$ cat src/rtl/mem_arb_pkg.sv
// Shared types and helpers for the single-port SRAM arbiter.
// Response ownership encoding and byte-strobe to bit-enable expansion.
package mem_arb_pkg;

  typedef enum logic [1:0] {
    OWN_NONE = 2'd0,
    OWN_M0   = 2'd1,
    OWN_M1   = 2'd2
  } owner_e;

  // Active-low bit write enables: a set strobe bit opens its whole byte lane.
  function automatic logic [31:0] strb_to_bweb(input logic [3:0] strb);
    logic [31:0] bweb;
    for (int i = 0; i < 4; i++) begin
      bweb[8*i +: 8] = {8{~strb[i]}};
    end
    return bweb;
  endfunction

endpackage

$ cat src/rtl/sram_arb_pick.sv
// Grant selection between fetch (M0) and LSU (M1): M1 has priority, but
// M0 is forced through after STARVE_MAX consecutive M1 wins while it waits.
module sram_arb_pick #(
  parameter int STARVE_MAX = 4
) (
  input  logic clk,
  input  logic rst,
  input  logic m0_valid,
  input  logic m1_valid,
  output logic gnt0,
  output logic gnt1
);
  import mem_arb_pkg::*;

  localparam logic [3:0] StarveMax = 4'(STARVE_MAX);

  logic [3:0] starve_cnt_q;
  logic [3:0] starve_cnt_d;
  logic       force_m0;

  always_comb begin
    force_m0 = (starve_cnt_q == StarveMax);
    gnt1     = ~rst & m1_valid & ~(force_m0 & m0_valid);
    gnt0     = ~rst & m0_valid & ~gnt1;
  end

  // Count only cycles where M0 was waiting and lost; saturate at the limit.
  always_comb begin
    starve_cnt_d = starve_cnt_q;
    if (gnt0 || !m0_valid) begin
      starve_cnt_d = '0;
    end else if (gnt1 && (starve_cnt_q != StarveMax)) begin
      starve_cnt_d = starve_cnt_q + 4'd1;
    end
  end

  always_ff @(posedge clk) begin
    if (rst) begin
      starve_cnt_q <= '0;
    end else begin
      starve_cnt_q <= starve_cnt_d;
    end
  end

endmodule

$ cat src/rtl/sram_port_arbiter.sv
// Two-requester front end for one single-port SRAM: drives CEB/WEB/BWEB/A/DI
// from the granted request and returns data/acks one cycle after the grant.
module sram_port_arbiter #(
  parameter int ADDR_W     = 14,
  parameter int DATA_W     = 32,
  parameter int STARVE_MAX = 4
) (
  input  logic              clk,
  input  logic              rst,
  input  logic              m0_valid,
  output logic              m0_ready,
  input  logic [ADDR_W-1:0] m0_addr,
  output logic              m0_rvalid,
  output logic [DATA_W-1:0] m0_rdata,
  input  logic              m1_valid,
  output logic              m1_ready,
  input  logic              m1_we,
  input  logic [3:0]        m1_wstrb,
  input  logic [ADDR_W-1:0] m1_addr,
  input  logic [DATA_W-1:0] m1_wdata,
  output logic              m1_rvalid,
  output logic [DATA_W-1:0] m1_rdata,
  output logic              sram_ceb,
  output logic              sram_web,
  output logic [DATA_W-1:0] sram_bweb,
  output logic [ADDR_W-1:0] sram_a,
  output logic [DATA_W-1:0] sram_di,
  input  logic [DATA_W-1:0] sram_do
);
  import mem_arb_pkg::*;

  logic   gnt0;
  logic   gnt1;
  owner_e owner_q;
  owner_e owner_d;

  sram_arb_pick #(
    .STARVE_MAX(STARVE_MAX)
  ) u_pick (
    .clk     (clk),
    .rst     (rst),
    .m0_valid(m0_valid),
    .m1_valid(m1_valid),
    .gnt0    (gnt0),
    .gnt1    (gnt1)
  );

  assign m0_ready = gnt0;
  assign m1_ready = gnt1;

  // An all-zero strobe write is acked but never touches the array.
  always_comb begin
    sram_ceb  = 1'b1;
    sram_web  = 1'b1;
    sram_bweb = '1;
    sram_a    = '0;
    sram_di   = '0;
    if (gnt0) begin
      sram_ceb = 1'b0;
      sram_a   = m0_addr;
    end else if (gnt1) begin
      if (!m1_we) begin
        sram_ceb = 1'b0;
        sram_a   = m1_addr;
      end else if (m1_wstrb != 4'd0) begin
        sram_ceb  = 1'b0;
        sram_web  = 1'b0;
        sram_bweb = DATA_W'(strb_to_bweb(m1_wstrb));
        sram_a    = m1_addr;
        sram_di   = m1_wdata;
      end
    end
  end

  always_comb begin
    owner_d = OWN_NONE;
    if (gnt0) begin
      owner_d = OWN_M0;
    end else if (gnt1) begin
      owner_d = OWN_M1;
    end
  end

  // ---- response stage: owner of last cycle's access sees sram_do ----
  always_ff @(posedge clk) begin
    if (rst) begin
      owner_q <= OWN_NONE;
    end else begin
      owner_q <= owner_d;
    end
  end

  // Gating with rst drops a response whose access completed just as reset hit.
  assign m0_rvalid = ~rst & (owner_q == OWN_M0);
  assign m1_rvalid = ~rst & (owner_q == OWN_M1);
  assign m0_rdata  = sram_do;
  assign m1_rdata  = sram_do;

endmodule

$ cat config.mk
export PLATFORM = sky130hd
export DESIGN_NAME = sram_port_arbiter
export DESIGN_NICKNAME = d
export VERILOG_FILES = /design/src/rtl/mem_arb_pkg.sv /design/src/rtl/sram_arb_pick.sv /design/src/rtl/sram_port_arbiter.sv
export SDC_FILE = /design/constraint.sdc
export NUM_CORES = 1
export LEC_CHECK = 0
export CAP_MARGIN = 20
export CORE_AREA = 2 2 95 97
export DETAILED_ROUTE_END_ITERATION = 8
export DIE_AREA = 0 0 97 99
export PLACE_DENSITY = 0.69
export SYNTH_ARGS = -nofsm -noshare
export SYNTH_HDL_FRONTEND = slang
export SYNTH_SLANG_ARGS = --single-unit
$ cat constraint.sdc
create_clock -name clk -period 1.7 [get_ports clk]
set_input_delay 0.255 -clock clk [delete_from_list [all_inputs] [get_ports clk]]
set_output_delay 0.255 -clock clk [all_outputs]
set_load 0.01 [all_outputs]
==> impl_results.html, run 1 <==
<table>
<tr><th>Metric</th><th>Value</th></tr>
<tr><th colspan="2">Global routing</th></tr>
<tr><td>Grt ovf</td><td>0</td></tr>
<tr><td>Vias in the first global route</td><td>1,599</td></tr>
<tr><td>Overall routing resource usage</td><td>0.114</td></tr>
<tr><td>Wire length of the first global-routing pass</td><td>8880 um</td></tr>
<tr><td>Largest net degree at the start of global routing</td><td>17</td></tr>
<tr><td>Antenna violations before repair</td><td>0</td></tr>
<tr><th colspan="2">Worst hold path</th></tr>
<tr><td>Number of cells on the worst hold path</td><td>0</td></tr>
<tr><td>Worst hold-check path type</td><td>in -&gt; out</td></tr>
<tr><th colspan="2">Synth</th></tr>
<tr><td>Warnings from Yosys</td><td>0</td></tr>
<tr><td>Mux contribution to synthesized area</td><td>0</td></tr>
<tr><td>Synthesized net count</td><td>285</td></tr>
<tr><td>Count of flip-flops with a built-in enable after synthesis</td><td>0</td></tr>
<tr><td>Library cell with the largest summed area after synthesis</td><td>sky130_fd_sc_hd__buf_4</td></tr>
<tr><td>Most used flip-flop cell after synthesis</td><td>sky130_fd_sc_hd__dfxtp_1</td></tr>
<tr><td>Share of synthesized registers carrying an async set or reset</td><td>0</td></tr>
<tr><td>Top cell types by occurrence after synthesis</td><td>sky130_fd_sc_hd__buf_4 (92), sky130_fd_sc_hd__and2_1 (32), sky130_fd_sc_hd__a22o_1 (14)</td></tr>
<tr><td>Syn Inst Count</td><td>182</td></tr>
<tr><td>Most instantiated library cell after synthesis</td><td>sky130_fd_sc_hd__buf_4</td></tr>
<tr><td>Compound-cell area share of the yosys netlist</td><td>0.105</td></tr>
<tr><td>Post-synth cell types</td><td>23</td></tr>
<tr><td>Simple-gate share of the synthesized area</td><td>0.250</td></tr>
<tr><td>Post-synthesis instance area</td><td>1420 um2</td></tr>
<tr><td>Synth top area share</td><td>0.485</td></tr>
<tr><td>Mean post-synth cell area</td><td>7.82 um2</td></tr>
<tr><td>Leading post-synthesis cells by cell area</td><td>sky130_fd_sc_hd__buf_4 (49%), sky130_fd_sc_hd__and2_1 (14%), sky130_fd_sc_hd__a22o_1 (8.6%)</td></tr>
<tr><td>Main combinational cell family by area after synthesis</td><td>buffers and inverters</td></tr>
<tr><td>Portion of the post-synthesis area used by sequential elements</td><td>0.0844</td></tr>
<tr><td>Fraction of synthesized cell area in xor and xnor cells</td><td>0.0123</td></tr>
<tr><td>Post-Synth Adder-Cell Area</td><td>0.0176</td></tr>
<tr><td>Number of synthesized register bits</td><td>6</td></tr>
<tr><th colspan="2">Clock tree</th></tr>
<tr><td>Clk root buf</td><td>sky130_fd_sc_hd__clkbuf_8</td></tr>
<tr><td>Clock tree from TritonCTS</td><td>done</td></tr>
<tr><td>Depth of the CTS H-tree</td><td>1</td></tr>
<tr><td>Clk Latency, worst-skew pair</td><td>0.23 ns</td></tr>
<tr><td>Sinks on the clock net</td><td>6</td></tr>
<tr><td>Maximum count of clock buffers along a single path</td><td>2</td></tr>
<tr><td>Worst-path clk slew</td><td>0.03 ns</td></tr>
<tr><td># hold bufs at CTS</td><td>0</td></tr>
<tr><td>CTS buffer count</td><td>3</td></tr>
<tr><th colspan="2">Floorplan</th></tr>
<tr><td>Core Area</td><td>8550 um2</td></tr>
<tr><td>Die Y</td><td>99 um</td></tr>
<tr><td>Number of placed I/O pins</td><td>249</td></tr>
<tr><td>Floorplan die area</td><td>9600 um2</td></tr>
<tr><td>Starting Density</td><td>0.167</td></tr>
<tr><td>Std cell rows</td><td>34</td></tr>
<tr><td>Floorplan die width</td><td>97 um</td></tr>
<tr><th colspan="2">Drt</th></tr>
<tr><td>Number of DRC markers in iteration 0</td><td>7</td></tr>
<tr><td>Post-route antenna net violation count</td><td>0</td></tr>
<tr><td>Remaining design rule violation count</td><td>0</td></tr>
<tr><td>WL per Instance</td><td>14.3 um</td></tr>
<tr><td>Routed via count divided by cell count</td><td>3.72</td></tr>
<tr><td>Length of the first detailed-routing pass in iterations</td><td>4</td></tr>
<tr><td>Total wire length after detailed routing</td><td>5810 um</td></tr>
<tr><td>Via count</td><td>1,515</td></tr>
<tr><th colspan="2">Pwr</th></tr>
<tr><td>Gate power share</td><td>0.611</td></tr>
<tr><td>Net switching power</td><td>0.259 mW</td></tr>
<tr><td>Switch share</td><td>0.276</td></tr>
<tr><td>Share of total power in the clock network</td><td>0.232</td></tr>
<tr><td>Pint</td><td>0.678 mW</td></tr>
<tr><td>Leak pwr</td><td>1.50 nW</td></tr>
<tr><td>Power density over the cells</td><td>289 nW/um2</td></tr>
<tr><td>VDD IR-drop max</td><td>0.448 mV</td></tr>
<tr><td>Pwr Total</td><td>0.937 mW</td></tr>
<tr><td>Share of power burned in registers</td><td>0.157</td></tr>
<tr><th colspan="2">Critical path</th></tr>
<tr><td>Register-to-Register Path Depth</td><td>6</td></tr>
<tr><td>Logic depth of the worst path, buffers included</td><td>11</td></tr>
<tr><td>Data required time of the worst path</td><td>1.44 ns</td></tr>
<tr><td>Bufs and invs on worst path</td><td>7</td></tr>
<tr><td>Worst Setup End Kind</td><td>primary output</td></tr>
<tr><td>Dominant delay contributor by cell family on the critical path</td><td>buffers and inverters</td></tr>
<tr><td>Worst-path maximum fanout</td><td>3</td></tr>
<tr><td>Most repeated library cell on the critical path</td><td>sky130_fd_sc_hd__buf_6</td></tr>
<tr><td>Highest-delay cell along the critical path</td><td>sky130_fd_sc_hd__dfxtp_2</td></tr>
<tr><td>Category of the most critical setup path</td><td>reg -&gt; out</td></tr>
<tr><td>Worst path arrival time</td><td>2.03 ns</td></tr>
<tr><td>Kind of launch point of the worst setup path</td><td>flip-flop</td></tr>
<tr><td>Max incr delay on CP</td><td>0.33 ns</td></tr>
<tr><td>Series of cell instances along the critical path</td><td>inv_2, ha_4, and4b_4, buf_12, nor4b_4, buf_4, buf_16, buf_8, buf_6, and2_4, buf_6</td></tr>
<tr><th colspan="2">Cells and area</th></tr>
<tr><td>Post-route core utilization</td><td>0.379</td></tr>
<tr><td>Syn-to-layout area delta</td><td>128%</td></tr>
<tr><td>Design Area, Final</td><td>3240 um2</td></tr>
<tr><td>Storage element area</td><td>123 um2</td></tr>
<tr><td>Area taken by multi-input logic gates</td><td>731 um2</td></tr>
<tr><td>NumNets Final</td><td>404</td></tr>
<tr><td>Number of inserted diodes</td><td>0</td></tr>
<tr><td>Fraction of final layout cells with drive strength greater than 1</td><td>0.649</td></tr>
<tr><td>FILL cells</td><td>849</td></tr>
<tr><th colspan="2">STA</th></tr>
<tr><td>Number of endpoints failing setup at the final stage</td><td>80</td></tr>
<tr><td>Worst Setup Slack, final</td><td>-0.588 ns</td></tr>
<tr><td>Fin Clk Skew</td><td>0.00549 ns</td></tr>
<tr><td>Achievable frequency</td><td>437 MHz</td></tr>
<tr><td>Count of final hold-check violations</td><td>0</td></tr>
<tr><td>Max-slew violation total from the final report</td><td>0</td></tr>
<tr><td>Min Tclk post-route</td><td>2.29 ns</td></tr>
<tr><td>Final Hold Slack</td><td>0.510 ns</td></tr>
<tr><td>Setup repair after global routing missed its margin</td><td>true</td></tr>
<tr><td>Relative slew slack</td><td>0.768</td></tr>
<tr><td>Actual transition at the worst max-transition pin</td><td>0.345 ns</td></tr>
<tr><td>Share of the clock period used by the worst path after layout</td><td>1.35</td></tr>
<tr><th colspan="2">Status</th></tr>
<tr><td>Violations in the final reports</td><td>setup timing</td></tr>
<tr><td>Outcome</td><td>complete, but fails checks</td></tr>
<tr><th colspan="2">Placement</th></tr>
<tr><td>Post-detail-place hpwl</td><td>4100 um</td></tr>
<tr><td>IO Port Bufs</td><td>152</td></tr>
<tr><td>Final weighted congestion in routability-driven placement</td><td>0.735</td></tr>
<tr><td>Area after detailed placement</td><td>2590 um2</td></tr>
<tr><td>Pre-CTS WS</td><td>-1.10 ns</td></tr>
<tr><th colspan="2">Run</th></tr>
<tr><td>Max capacitance violation total</td><td>0</td></tr>
</table>
==> per-stage QoR <==
stage,std cells,TNS (ns)
after global placement,362,-65.91
after detailed placement,362,-67.12
after CTS,404,-33.27
final,407,-34.19
after global routing,407,-40.87
after floorplan,182,0
==> repair_timing <==
action / 4_1_cts / 5_1_grt
gates resized for setup: 428 / 39
buffers inserted: 36 / 9
endpoints found under the setup margin: 84 / 83
gates cloned: 3 / 0
pin swaps: 8 / 6
==> sequential cells by signal, indices dropped and copies added (netlist names) <==
register             flops
owner_q                  2
u_pick.starve_cnt_q      4
==> worst paths after layout <==
path | startpoint | endpoint | slack (ns)
setup reg to reg | u_pick.starve_cnt_q[0] | owner_q[1] | 0.55
hold / removal | sram_do[19] | m0_rdata[19] | 0.51
setup / recovery | u_pick.starve_cnt_q[0] | sram_di[27] | -0.59
hold reg to reg | u_pick.starve_cnt_q[0] | u_pick.starve_cnt_q[0] | 0.53
==> metal layers <==
layer | share of wire | GRT usage
met2 | 0.52 | 0.200
met3 | 0.089 | 0.0454
met4 | 0.015 | 0.0293
met1 | 0.38 | 0.130
met5 | 0 | 0
==> cell families after synthesis <==
family	count (synthesis)
simple gates	54
flops	6
compound gates	17
fa+ha+maj	2
xor+xnor	2
buf+inv	101
==> cell type report <==
| cell class | count | share of cell area |
|---|---|---|
| Multi-Input combinational cell | 75 | 0.225 |
| Timing Repair Buffer | 211 | 0.678 |
| Tap cell | 108 | 0.0417 |
| Inverter | 4 | 0.00463 |
| Sequential cell | 6 | 0.0378 |
| Clock buffer | 3 | 0.0127 |
==> power by group through the flow <==
stage	combinational [mW]	sequential (mW)	clock, mW
2_1_floorplan	0.310	0.149	0
4_1_cts	0.549	0.147	0.223
6_report	0.573	0.147	0.217
5_1_grt	0.605	0.147	0.232
3_3_place_gp	0.454	0.149	0
3_5_place_dp	0.459	0.149	0
==> layout by cell type (no fill, tap or decap), types with 2 or more instances in the layout <==
cell type / Yosys / routed
sky130_fd_sc_hd__buf_6: 4 / 98
sky130_fd_sc_hd__clkdlybuf4s50_1: 0 / 62
sky130_fd_sc_hd__and2_4: 0 / 32
sky130_fd_sc_hd__buf_4: 92 / 21
sky130_fd_sc_hd__a22o_1: 14 / 14
sky130_fd_sc_hd__buf_2: 1 / 12
sky130_fd_sc_hd__dlygate4sd2_1: 0 / 7
sky130_fd_sc_hd__buf_12: 0 / 6
sky130_fd_sc_hd__nor3_1: 4 / 4
sky130_fd_sc_hd__dfxtp_1: 6 / 4
sky130_fd_sc_hd__inv_2: 0 / 3
sky130_fd_sc_hd__nand2_8: 0 / 3
sky130_fd_sc_hd__clkbuf_8: 0 / 3
sky130_fd_sc_hd__nor3b_1: 3 / 2
sky130_fd_sc_hd__nor2_1: 3 / 2
sky130_fd_sc_hd__buf_8: 0 / 2
sky130_fd_sc_hd__dfxtp_2: 0 / 2
Note: power is estimated with default switching activity, not from simulation.
==> inputs of run 2 (changes only) <==
--- a/config.mk
+++ b/config.mk
@@ -5,7 +5,6 @@
 export SDC_FILE = /design/constraint.sdc
 export NUM_CORES = 1
 export LEC_CHECK = 0
-export CAP_MARGIN = 20
 export CORE_AREA = 2 2 95 97
 export DETAILED_ROUTE_END_ITERATION = 8
 export DIE_AREA = 0 0 97 99
==> results of run 2 <==
No change in the layout: final DEF, timing and power equal those of run 1.
==> inputs of run 3 (changes only) <==
--- a/config.mk
+++ b/config.mk
@@ -5,10 +5,12 @@
 export SDC_FILE = /design/constraint.sdc
 export NUM_CORES = 1
 export LEC_CHECK = 0
-export CORE_AREA = 2 2 95 97
+export CORE_ASPECT_RATIO = 0.6
+export CORE_MARGIN = 2
+export CORE_UTILIZATION = 19
 export DETAILED_ROUTE_END_ITERATION = 8
-export DIE_AREA = 0 0 97 99
-export PLACE_DENSITY = 0.69
+export GPL_ROUTABILITY_DRIVEN = 0
+export PLACE_DENSITY = 0.77
 export SYNTH_ARGS = -nofsm -noshare
 export SYNTH_HDL_FRONTEND = slang
 export SYNTH_SLANG_ARGS = --single-unit
==> run 3 against run 2 <==
Net effect:
- largest power group unchanged
- combinational power is 5.2% lower
- critical path depth is 1 lower
- critical endpoint is now sram_di[29]
- register-to-register slack worse by 0.05 ns
- the run still ends with setup timing left
==> impl_results.html, run 3 (synthesis results as in run 1) <==
<table>
<tr><th>Metric</th><th>Value</th></tr>
<tr><th colspan="2">Critical path</th></tr>
<tr><td>Most repeated library cell on the critical path</td><td>sky130_fd_sc_hd__buf_6</td></tr>
<tr><td>Max incr delay on CP</td><td>0.32 ns</td></tr>
<tr><td>Category of the most critical setup path</td><td>reg -&gt; out</td></tr>
<tr><td>Data required time of the worst path</td><td>1.44 ns</td></tr>
<tr><td>Worst Setup End Kind</td><td>primary output</td></tr>
<tr><td>Bufs and invs on worst path</td><td>6</td></tr>
<tr><td>Worst path arrival time</td><td>1.88 ns</td></tr>
<tr><td>Dominant delay contributor by cell family on the critical path</td><td>buffers and inverters</td></tr>
<tr><td>Series of cell instances along the critical path</td><td>inv_2, ha_4, and4b_4, nor4b_4, buf_4, buf_16, buf_6, buf_6, and2_4, buf_6</td></tr>
<tr><td>Kind of launch point of the worst setup path</td><td>flip-flop</td></tr>
<tr><td>Worst-path maximum fanout</td><td>4</td></tr>
<tr><td>Highest-delay cell along the critical path</td><td>sky130_fd_sc_hd__dfxtp_2</td></tr>
<tr><th colspan="2">Drt</th></tr>
<tr><td>Via count</td><td>1,502</td></tr>
<tr><td>Number of DRC markers in iteration 0</td><td>17</td></tr>
<tr><td>Length of the first detailed-routing pass in iterations</td><td>5</td></tr>
<tr><td>WL per Instance</td><td>13.9 um</td></tr>
<tr><td>Remaining design rule violation count</td><td>0</td></tr>
<tr><td>Total wire length after detailed routing</td><td>5440 um</td></tr>
<tr><td>Post-route antenna net violation count</td><td>0</td></tr>
<tr><td>Routed via count divided by cell count</td><td>3.85</td></tr>
<tr><th colspan="2">Pwr</th></tr>
<tr><td>VDD IR-drop max</td><td>0.330 mV</td></tr>
<tr><td>Leak pwr</td><td>1.42 nW</td></tr>
<tr><td>Pwr Total</td><td>1.07 mW</td></tr>
<tr><td>Power density over the cells</td><td>342 nW/um2</td></tr>
<tr><th colspan="2">Floorplan</th></tr>
<tr><td>Floorplan die area</td><td>8230 um2</td></tr>
<tr><td>Core Area</td><td>7270 um2</td></tr>
<tr><td>Starting Density</td><td>0.196</td></tr>
<tr><td>Die Y</td><td>71.1 um</td></tr>
<tr><td>Floorplan die width</td><td>116 um</td></tr>
<tr><td>Std cell rows</td><td>24</td></tr>
<tr><td>Number of placed I/O pins</td><td>249</td></tr>
<tr><th colspan="2">STA</th></tr>
<tr><td>Number of endpoints failing setup at the final stage</td><td>80</td></tr>
<tr><td>Share of the clock period used by the worst path after layout</td><td>1.26</td></tr>
<tr><td>Worst Setup Slack, final</td><td>-0.436 ns</td></tr>
<tr><td>Final Hold Slack</td><td>0.510 ns</td></tr>
<tr><td>Achievable frequency</td><td>468 MHz</td></tr>
<tr><td>Count of final hold-check violations</td><td>0</td></tr>
<tr><td>Actual transition at the worst max-transition pin</td><td>0.311 ns</td></tr>
<tr><td>Fin Clk Skew</td><td>0.000612 ns</td></tr>
<tr><td>Min Tclk post-route</td><td>2.14 ns</td></tr>
<tr><td>Setup Total Neg Slack</td><td>-24.25 ns</td></tr>
<tr><td>Max-slew violation total from the final report</td><td>0</td></tr>
<tr><td>Setup repair after global routing missed its margin</td><td>true</td></tr>
<tr><td>Relative slew slack</td><td>0.793</td></tr>
<tr><th colspan="2">Clock tree</th></tr>
<tr><td>Clock tree from TritonCTS</td><td>done</td></tr>
<tr><td>Clk Latency, worst-skew pair</td><td>0.22 ns</td></tr>
<tr><td>Worst-path clk slew</td><td>0.03 ns</td></tr>
<tr><td>Sinks on the clock net</td><td>6</td></tr>
<tr><td>Clk root buf</td><td>sky130_fd_sc_hd__clkbuf_16</td></tr>
<tr><td>Maximum count of clock buffers along a single path</td><td>2</td></tr>
<tr><td>CTS buffer count</td><td>3</td></tr>
<tr><td># hold bufs at CTS</td><td>0</td></tr>
<tr><td>Depth of the CTS H-tree</td><td>1</td></tr>
<tr><th colspan="2">Placement</th></tr>
<tr><td>Post-detail-place hpwl</td><td>3900 um</td></tr>
<tr><td>Number of cells after detailed placement</td><td>360</td></tr>
<tr><td>IO Port Bufs</td><td>152</td></tr>
<tr><th colspan="2">Worst hold path</th></tr>
<tr><td>Worst hold-check path type</td><td>in -&gt; out</td></tr>
<tr><th colspan="2">Cells and area</th></tr>
<tr><td>Final Instance Count excl. Fillers</td><td>390</td></tr>
<tr><td>Number of inserted diodes</td><td>0</td></tr>
<tr><td>FILL cells</td><td>699</td></tr>
<tr><td>Fraction of final layout cells with drive strength greater than 1</td><td>0.573</td></tr>
<tr><td>Registers with the highest flip-flop counts</td><td>u_pick.starve_cnt_q x4, owner_q x2</td></tr>
<tr><td>Most frequent cells in the layout</td><td>sky130_fd_sc_hd__buf_6 (72), sky130_fd_sc_hd__clkdlybuf4s50_1 (61), sky130_fd_sc_hd__and2_4 (31), sky130_fd_sc_hd__buf_4 (17), sky130_fd_sc_hd__clkdlybuf4s15_1 (16)</td></tr>
<tr><td>Max reg flops</td><td>4</td></tr>
<tr><td>Biggest register</td><td>u_pick.starve_cnt_q</td></tr>
<tr><td>Most frequent standard cell in the layout excluding fill and tap cells</td><td>sky130_fd_sc_hd__buf_6</td></tr>
<tr><td>NumNets Final</td><td>391</td></tr>
<tr><td>Syn-to-layout area delta</td><td>119%</td></tr>
<tr><th colspan="2">Global routing</th></tr>
<tr><td>Met2 usage in global routing</td><td>0.189</td></tr>
<tr><td>Met1 track demand over resource in global routing</td><td>0.146</td></tr>
<tr><td>Largest net degree at the start of global routing</td><td>10</td></tr>
<tr><td>Top Usage Layer GRT</td><td>met2</td></tr>
<tr><td>Antenna violations before repair</td><td>0</td></tr>
<tr><td>Vias in the first global route</td><td>1,480</td></tr>
<tr><td>Grt ovf</td><td>0</td></tr>
<tr><td>Overall routing resource usage</td><td>0.120</td></tr>
<tr><td>Wire length of the first global-routing pass</td><td>7850 um</td></tr>
<tr><td>Met3 GRT Util</td><td>0.0797</td></tr>
<tr><th colspan="2">Status</th></tr>
<tr><td>Outcome</td><td>complete, but fails checks</td></tr>
<tr><td>Violations in the final reports</td><td>setup timing</td></tr>
<tr><th colspan="2">Run</th></tr>
<tr><td>Max capacitance violation total</td><td>0</td></tr>
</table>
==> run 3: cell types whose count changed in the layout (fill, tap and decap cells not counted), sizes merged <==
cell           before  now
buf               140  110
bufbuf              0    1
clkdlybuf4s15       0   16
clkdlybuf4s50      62   61
dlygate4sd2         7    8
==> run 3: layout make-up <==
class | instances | area [um2] | area share
clock buffers | 3 | 75.1 | 0.0241
inverters | 4 | 15.0 | 0.00481
multi-input cells | 75 | 738 | 0.237
flip-flops and latches | 6 | 123 | 0.0393
well taps | 104 | 130 | 0.0417
repair buffers | 198 | 2040 | 0.654
==> run 3: stage by stage <==
| step | area, um2 | utilization | setup slack [ns] |
|---|---|---|---|
| finish | 3120 | 0.429 | -0.436 |
| global placement | 2590 | 0.356 | -0.875 |
| floorplan | 1510 | - | 0.00188 |
| detailed placement | 2590 | 0.356 | -0.875 |
| global route | 3120 | 0.429 | -0.540 |
| CTS | 2930 | 0.403 | -0.507 |
==> run 3: path summary, 6_finish.rpt <==
kind / startpoint / to / slack (ns) / cells past startpoint
worst min register to register: u_pick.starve_cnt_q[0] / u_pick.starve_cnt_q[0] / 0.52 / 2
worst max register to register: u_pick.starve_cnt_q[0] / u_pick.starve_cnt_q[3] / 0.50 / 6
worst max-delay path: u_pick.starve_cnt_q[0] / sram_di[29] / -0.44 / 10
worst min-delay path: sram_do[11] / m1_rdata[11] / 0.51 / 0
==> run 3: worst reg2reg max path: cells and delay by family, from the launching register on <==
family | cells | cell delay (ns)
flops | 1 | 0.32
buf+inv | 2 | 0.18
simple gates | 3 | 0.47
fa+ha+maj | 1 | 0.15
==> run 3: repair_timing <==
item | in CTS | in global routing
endpoints found under the setup margin | 84 | 82
pin swaps | 10 | 8
resized for setup | 367 | 32
hold endpoints to repair | 0 | 0
setup buffers | 21 | 2
gates cloned | 5 | 0
==> run 3: power breakdown <==
part           leakage (nW)  switching, mW  internal [mW]  total, mW
registers            0.0498        0.00198          0.145      0.147
clock network        0.0370         0.0761          0.302      0.378
logic                  1.33          0.184          0.359      0.543
==> run 3: per-layer routing <==
layer  share of wire  routed length, um
met1            0.39               2100
met4               0                  0
met3            0.14                775
met5               0                  0
met2            0.47               2560
